[src/rtl/eight_way_serial_demux.sv]
// Serial-to-parallel demux: routes each accepted bit into one of eight frame
// positions and presents the completed frame with a valid/ready handshake.
module eight_way_serial_demux #(
    parameter bit MSB_FIRST = 1'b0
) (
    input  logic clk,
    input  logic rst,
    input  logic in_bit,
    input  logic in_valid,
    output logic in_ready,
    input  logic flush,
    output logic out0,
    output logic out1,
    output logic out2,
    output logic out3,
    output logic out4,
    output logic out5,
    output logic out6,
    output logic out7,
    output logic out_valid,
    input  logic out_ready,
    output logic s0,
    output logic s1,
    output logic s2
);

    typedef enum logic {
        FILL = 1'b0,
        FULL = 1'b1
    } state_t;

    state_t      state, state_n;
    logic [2:0]  index, index_n;
    logic [7:0]  capture, capture_n;
    logic [7:0]  frame, frame_n;
    logic [2:0]  pos;

    assign pos = MSB_FIRST ? (3'd7 - index) : index;

    always_ff @(posedge clk) begin
        if (rst) begin
            state   <= FILL;
            index   <= 3'd0;
            capture <= 8'd0;
            frame   <= 8'd0;
        end else begin
            state   <= state_n;
            index   <= index_n;
            capture <= capture_n;
            frame   <= frame_n;
        end
    end

    // In FILL every in_valid is a transfer because in_ready is high there.
    always_comb begin
        state_n   = state;
        index_n   = index;
        capture_n = capture;
        frame_n   = frame;
        case (state)
            FILL: begin
                if (flush) begin
                    index_n   = 3'd0;
                    capture_n = 8'd0;
                end else if (in_valid) begin
                    capture_n[pos] = in_bit;
                    if (index == 3'd7) begin
                        frame_n   = capture_n;
                        capture_n = 8'd0;
                        index_n   = 3'd0;
                        state_n   = FULL;
                    end else begin
                        index_n = index + 3'd1;
                    end
                end
            end
            FULL: begin
                if (out_ready) begin
                    state_n = FILL;
                end
            end
            default: begin
                state_n = FILL;
            end
        endcase
    end

    assign in_ready  = (state == FILL);
    assign out_valid = (state == FULL);
    assign {out7, out6, out5, out4, out3, out2, out1, out0} = frame;
    assign {s2, s1, s0} = index;

endmodule

[config.mk]
export PLATFORM = sky130hd
export DESIGN_NAME = eight_way_serial_demux
export DESIGN_NICKNAME = d
export VERILOG_FILES = /design/src/rtl/eight_way_serial_demux.sv
export SDC_FILE = /design/constraint.sdc
export NUM_CORES = 1
export LEC_CHECK = 0
export CORE_ASPECT_RATIO = 1.25
export CORE_MARGIN = 1
export CORE_UTILIZATION = 30
export DETAILED_ROUTE_END_ITERATION = 16
export DONT_BUFFER_PORTS = 1
export REMOVE_ABC_BUFFERS = 1
export SYNTH_ARGS = -nofsm -noshare
export SYNTH_HDL_FRONTEND = slang
export SYNTH_SLANG_ARGS = --single-unit
[constraint.sdc]
create_clock -name clk -period 1.3 [get_ports clk]
set_input_delay 0.26 -clock clk [delete_from_list [all_inputs] [get_ports clk]]
set_output_delay 0.26 -clock clk [all_outputs]
set_load 0.01 [all_outputs]
# Word-level counts from Yosys, hierarchy flattened
# Index checks and enable logic that the tools add are counted.
[word_totals]
inputBits = 6
ff_bits = 20
mem_bits_rw = 0
romBits = 0
output_inout_bits = 13
n_memories = 0
latch_bits = 0
[op_classes]
muxes = 14
addsub = 1
bitwise = 2
n_shift = 0
reduce_logical = 4
n_eq_ne = 1
order_cmp = 2
div_mod_pow = 0
multipliers = 0
[op_table]
columns = ["operator", "n"]
rows = [
  ["8-bit two-way mux", 3],
  ["3-bit two-way mux", 3],
  ["8-bit bitwise mux", 1],
  ["1-bit two-way mux", 5],
  ["3-bit by 4-bit < comparator with 1-bit output, second input constant", 1],
  ["4-bit AND reduction", 1],
  ["3-bit by 1-bit adder with 3-bit output, second input constant", 1],
  ["1-bit demux with 3-bit select", 1],
  ["3-bit equality test, second input constant", 1],
  ["3-bit by 1-bit >= comparator with 1-bit output, second input constant", 1],
  ["1-bit NOT", 2],
  ["1-bit case mux with 2 select lines", 1],
  ["2-bit AND reduction", 1],
  ["2-bit nonzero test", 1],
  ["1-bit logical AND", 1],
]

# Logic depth before layout (Yosys ltp)
[logic_depth]
word_depth = 8
depth_mapped = 7
ltp_nobuf = 5

# Worst setup path after synthesis
# No wires, ideal clock.
[synth_timing]
kind = "register to register"
start = "register index[0]"
end = "register frame[6]"
path_buffers = 2
synth_period_minus_slack_ns = 1.482
path_stages_with_launch = 8
t_arrival_ns = 1.403
path_slack_ns = -0.182
required_ns = 1.221
path_cell_list = "dfxtp_1 > ha_1 > ha_1 > nor4bb_1 > buf_4 > buf_12 > nor2_2 > a211oi_2"
[synth_via]
elab_chain_cells = 5
word_cells_on_any_way = 8
classes_between = "order compare (2); eq/ne (1); mux (3); reduce/logical (2)"
[synth_rtl]
columns = ["item", "line", "source"]
rows = [
  ["start: declaration", "33", "logic [2:0] index, index_n;"],
  ["start signal: assignment", "48", "index <= index_n;"],
  ["3-bit by 4-bit < comparator with 1-bit output (not written as such) or 3-bit by 1-bit >= comparator with 1-bit output (tied branches)", "66", "capture_n[pos] = in_bit;"],
  ["1-bit logical AND (not written as such)", "66", ""],
  ["1-bit two-way mux (not written as such)", "66", ""],
  ["1-bit demux with 3-bit select", "66", ""],
  ["8-bit bitwise mux", "66", ""],
  ["end signal: assignment", "50", "frame <= frame_n;"],
  ["end: declaration", "35", "logic [7:0] frame, frame_n;"],
]
# Parallel ways exist; a longest one is shown, timed or not.
# A chain may end at the register's enable or synchronous reset.

# Worst setup path after layout
[layout_timing]
start = "register index[0]"
end = "register frame[7]"
# The elaborated chain is that of the path after synthesis.

==> impl_metrics.tcl <==
set metrics [dict create \
    hpwl_mm 1.31 \
    die_w_um 51.6 \
    p_seq_share_pct 58.8 \
    synth_cells 90 \
    start_util_pct 31.6 \
    insertion_delay_ns 0.30 \
    worstSetupPathType "flip-flop to flip-flop" \
    final_hold_viol_count 0 \
    worst-r2r-cell-count 6 \
    synth_xor_xnor_area_share_pct 0 \
    maxSlewViolCount 0 \
    route.vias.total 700 \
    max_slew.worst_pin.slew_ns 0.536 \
    total_routing_usage_reported_by_global_routing_pct 13.3 \
    worstPathRequired_ns 1.49 \
    p_sw_share_pct 22.5 \
    route.detailed.drc 0 \
    design.final.nets 111 \
    ys_seq_area_share_pct 43.5 \
    netlist-cell-type-count 25 \
    power_per_cell_area_nw_per_um2 842 \
    post_synth_and_or_nand_nor_area_fraction_pct 17.9 \
    first_pass_grt_wire_length_mm 3.20 \
    initial_antenna_violation_count 0 \
    yosys_register_bits 20 \
    cts.sinks 20 \
    crit_slowest_cell "sky130_fd_sc_hd__dfxtp_4" \
    worstPathMaxFanout 7 \
    max_freq_ghz 0.683 \
    maximum_number_of_pins_on_one_net_before_global_route_repair 12 \
    cts.reportedPaths.clkPinSlew_ns 0.11 \
    period_share_pct 113 \
    io_pins 19 \
    worstSetupEndpointType "flip-flop" \
    finalCriticalPeriod_ns 1.46 \
    dominant_combinational_cell_family_by_area_after_synthesis "compound AO/OA/AOI/OAI gates" \
    hold_path.class "input pin to flip-flop" \
    drv_cap 0 \
    first_global_vias 633 \
    timing.critical_path.slowest_cell_delay_ns 0.38 \
    gr-total-overflow 0 \
    timing.slew.headroom_pct 64.2 \
    highest_ir_drop_seen_on_vdd_v 0.000401 \
    worst_slack_ns -0.165 \
    design.core.area_um2 2920 \
    p_int_mw 0.815 \
    die-height_um 63.9 \
    grt_setup_unrepaired "yes" \
    clock_tree_from_tritoncts "done" \
    vias_per_cell 5.11 \
    share_clk_of_total_power_pct 34.9 \
    dieArea_um2 3300 \
    power_switching_mw 0.237 \
    tns_ns -1.10 \
    wirelength_mm 2.24 \
    std_cell_rows 22 \
    drt_pre_antenna_iters 3 \
    drt-wirelength-per-cell_um 16.4 \
    leakage_nw 0.447 \
    status "finished with violations" \
    setup_viol 9 \
    antenna-diode-count 0 \
    worst_clock_skew_ns 0.00326 \
    startpoint_type "flip-flop" \
    synth-compound-area-share_pct 18.8 \
    hold_depth 2 \
    final.fill_count 287 \
    syn-cell-area_um2 921 \
    crit_path_frequent_cell "sky130_fd_sc_hd__ha_4" \
    flow.area_growth_from_synthesis_pct 35.6 \
    port_buffers 0 \
    clock_tree.root_cell "sky130_fd_sc_hd__clkbuf_4" \
    comb_power_share_pct 6.4 \
    drt-initial-drc-count 6 \
    worst_hold_slack_ns 0.161 \
    synthesis.yosys.warnings 0 \
    syn_avg_cell_area_um2 10.2 \
    synth_adder_area_share_pct 4.08 \
    detail-route-antenna-nets 0 \
    critical_path.cell_chain "ha_4 > ha_4 > nor4bb_4 > clkbuf_16 > buf_6 > a211oi_2" \
    globalplace.congestion 0.771 \
    post_route_cells_drive_above_1_share_pct 46.5 \
    clock_tree.buffer_depth 2 \
    synth.mux.area_fraction_pct 8.70 \
    critPathArrivalTime_ns 1.66 \
    number_of_buffers_created_by_cts 3 \
    cts_max_level 1 \
    failing_checks "setup timing" \
]
[critical path, delay by kind of cell, from the launching register on]
kind,cells,cell delay (ns)
buffers and inverters,2,0.33
and+or+nand+nor,1,0.32
adders and majority gates,2,0.28
DFF,1,0.38
AOI/OAI and AO/OA,1,0.05
[what timing repair did]
item	CTS	global route
setup buffers	1	2
hold endpoints to repair	5	7
setup endpoints to repair	16	15
pin swaps	7	5
gates resized for setup	10	23
gates cloned	1	0
hold buffers	1	1
[final cells by class]
class,count,area (um^2),area share (%)
repair buffers,15,155,12.4
inverters,2,7.51,0.601
flip-flops and latches,20,408,32.7
clock buffers,4,36.3,2.91
multi-input cells,60,597,47.8
well taps,36,45.0,3.61
[cells in the mapped netlist]
library cell / count / area [um^2]
sky130_fd_sc_hd__a22oi_1: 2 / 15.0
sky130_fd_sc_hd__and4bb_2: 2 / 25.0
sky130_fd_sc_hd__nand2_1: 1 / 3.75
sky130_fd_sc_hd__a21oi_1: 2 / 10.0
sky130_fd_sc_hd__clkbuf_1: 1 / 3.75
sky130_fd_sc_hd__nor3b_1: 4 / 30.0
sky130_fd_sc_hd__nand3b_1: 3 / 22.5
sky130_fd_sc_hd__nor2b_1: 1 / 6.26
sky130_fd_sc_hd__dfxtp_1: 20 / 400
sky130_fd_sc_hd__a211oi_1: 6 / 45.0
sky130_fd_sc_hd__inv_1: 2 / 7.51
sky130_fd_sc_hd__buf_2: 3 / 15.0
sky130_fd_sc_hd__nor3_1: 1 / 5.00
sky130_fd_sc_hd__buf_1: 1 / 3.75
sky130_fd_sc_hd__nor4bb_1: 1 / 10.0
sky130_fd_sc_hd__ha_1: 3 / 37.5
sky130_fd_sc_hd__o2bb2ai_1: 8 / 70.1
sky130_fd_sc_hd__buf_4: 2 / 15.0
sky130_fd_sc_hd__buf_12: 1 / 20.0
sky130_fd_sc_hd__mux2i_1: 8 / 80.1
sky130_fd_sc_hd__o21bai_1: 1 / 7.51
sky130_fd_sc_hd__a211oi_2: 2 / 25.0
sky130_fd_sc_hd__nand3_1: 1 / 5.00
sky130_fd_sc_hd__nor2_2: 2 / 12.5
sky130_fd_sc_hd__nor2_1: 12 / 45.0
[power by group through the flow]
| stage | Sequential [mW] | Combinational [mW] | Clock, mW |
|---|---|---|---|
| global route | 0.619 | 0.0725 | 0.416 |
| finish | 0.618 | 0.0670 | 0.367 |
| detailed placement | 0.632 | 0.0444 | 0 |
| floorplan | 0.636 | 0.0249 | 0 |
| CTS | 0.619 | 0.0508 | 0.380 |
| global placement | 0.632 | 0.0437 | 0 |
[kinds of logic (layout without fill, tap and decap cells)]
logic type	after synthesis	count (layout)
buffers and inverters	10	21
DFF	20	20
AOI/OAI and AO/OA	21	21
adders and majority gates	3	3
and+or+nand+nor	28	28
muxes	8	8
[final timing paths]
check	startpoint	endpoint	slack [ns]
setup / recovery	index[0]	frame[7]	-0.16
hold / removal	in_bit	capture[2]	0.16
setup reg to reg	index[0]	frame[7]	-0.16
hold reg to reg	capture[0]	capture[0]	0.48
[state kept, by name, indices dropped and copies added (netlist names)]
name and flops:
capture 8, out_valid 1, index 3, frame 8
[metrics by stage]
step                      utilization [%]  worst slack [ns]  power [mW]  std cells  instance area [um^2]
after detailed placement             34.4            -0.183       0.676        127                  1000
after global placement               34.4            -0.130       0.675        127                  1000
final                                42.8            -0.165        1.05        137                  1250
after floorplan                         -             -1.41       0.661         82                   863
after CTS                            38.7            -0.206        1.05        134                  1130
after global routing                 42.8            -0.230        1.11        137                  1250
[cell usage in the layout (no fill, tap or decap), types with 3 or more instances in the layout]
cell                        instances
sky130_fd_sc_hd__dfxtp_1           16
sky130_fd_sc_hd__nor2_2             3
sky130_fd_sc_hd__nand3b_1           3
sky130_fd_sc_hd__clkbuf_4           3
sky130_fd_sc_hd__ha_4               3
sky130_fd_sc_hd__mux2i_1            6
sky130_fd_sc_hd__buf_4              9
sky130_fd_sc_hd__dfxtp_2            3
sky130_fd_sc_hd__a211oi_2           6
sky130_fd_sc_hd__nor2_1            10
sky130_fd_sc_hd__o2bb2ai_2          3
sky130_fd_sc_hd__o2bb2ai_1          5
[per-layer routing]
layer	vias up	part of all wire [%]	global-route usage [%]
met5	-	0	0
met4	0	1.2	8.11
met3	2	4.5	3.57
met2	16	52	19.3
met1	333	43	17.3
li1	349	-	-
(Power assumes the default switching activity.)
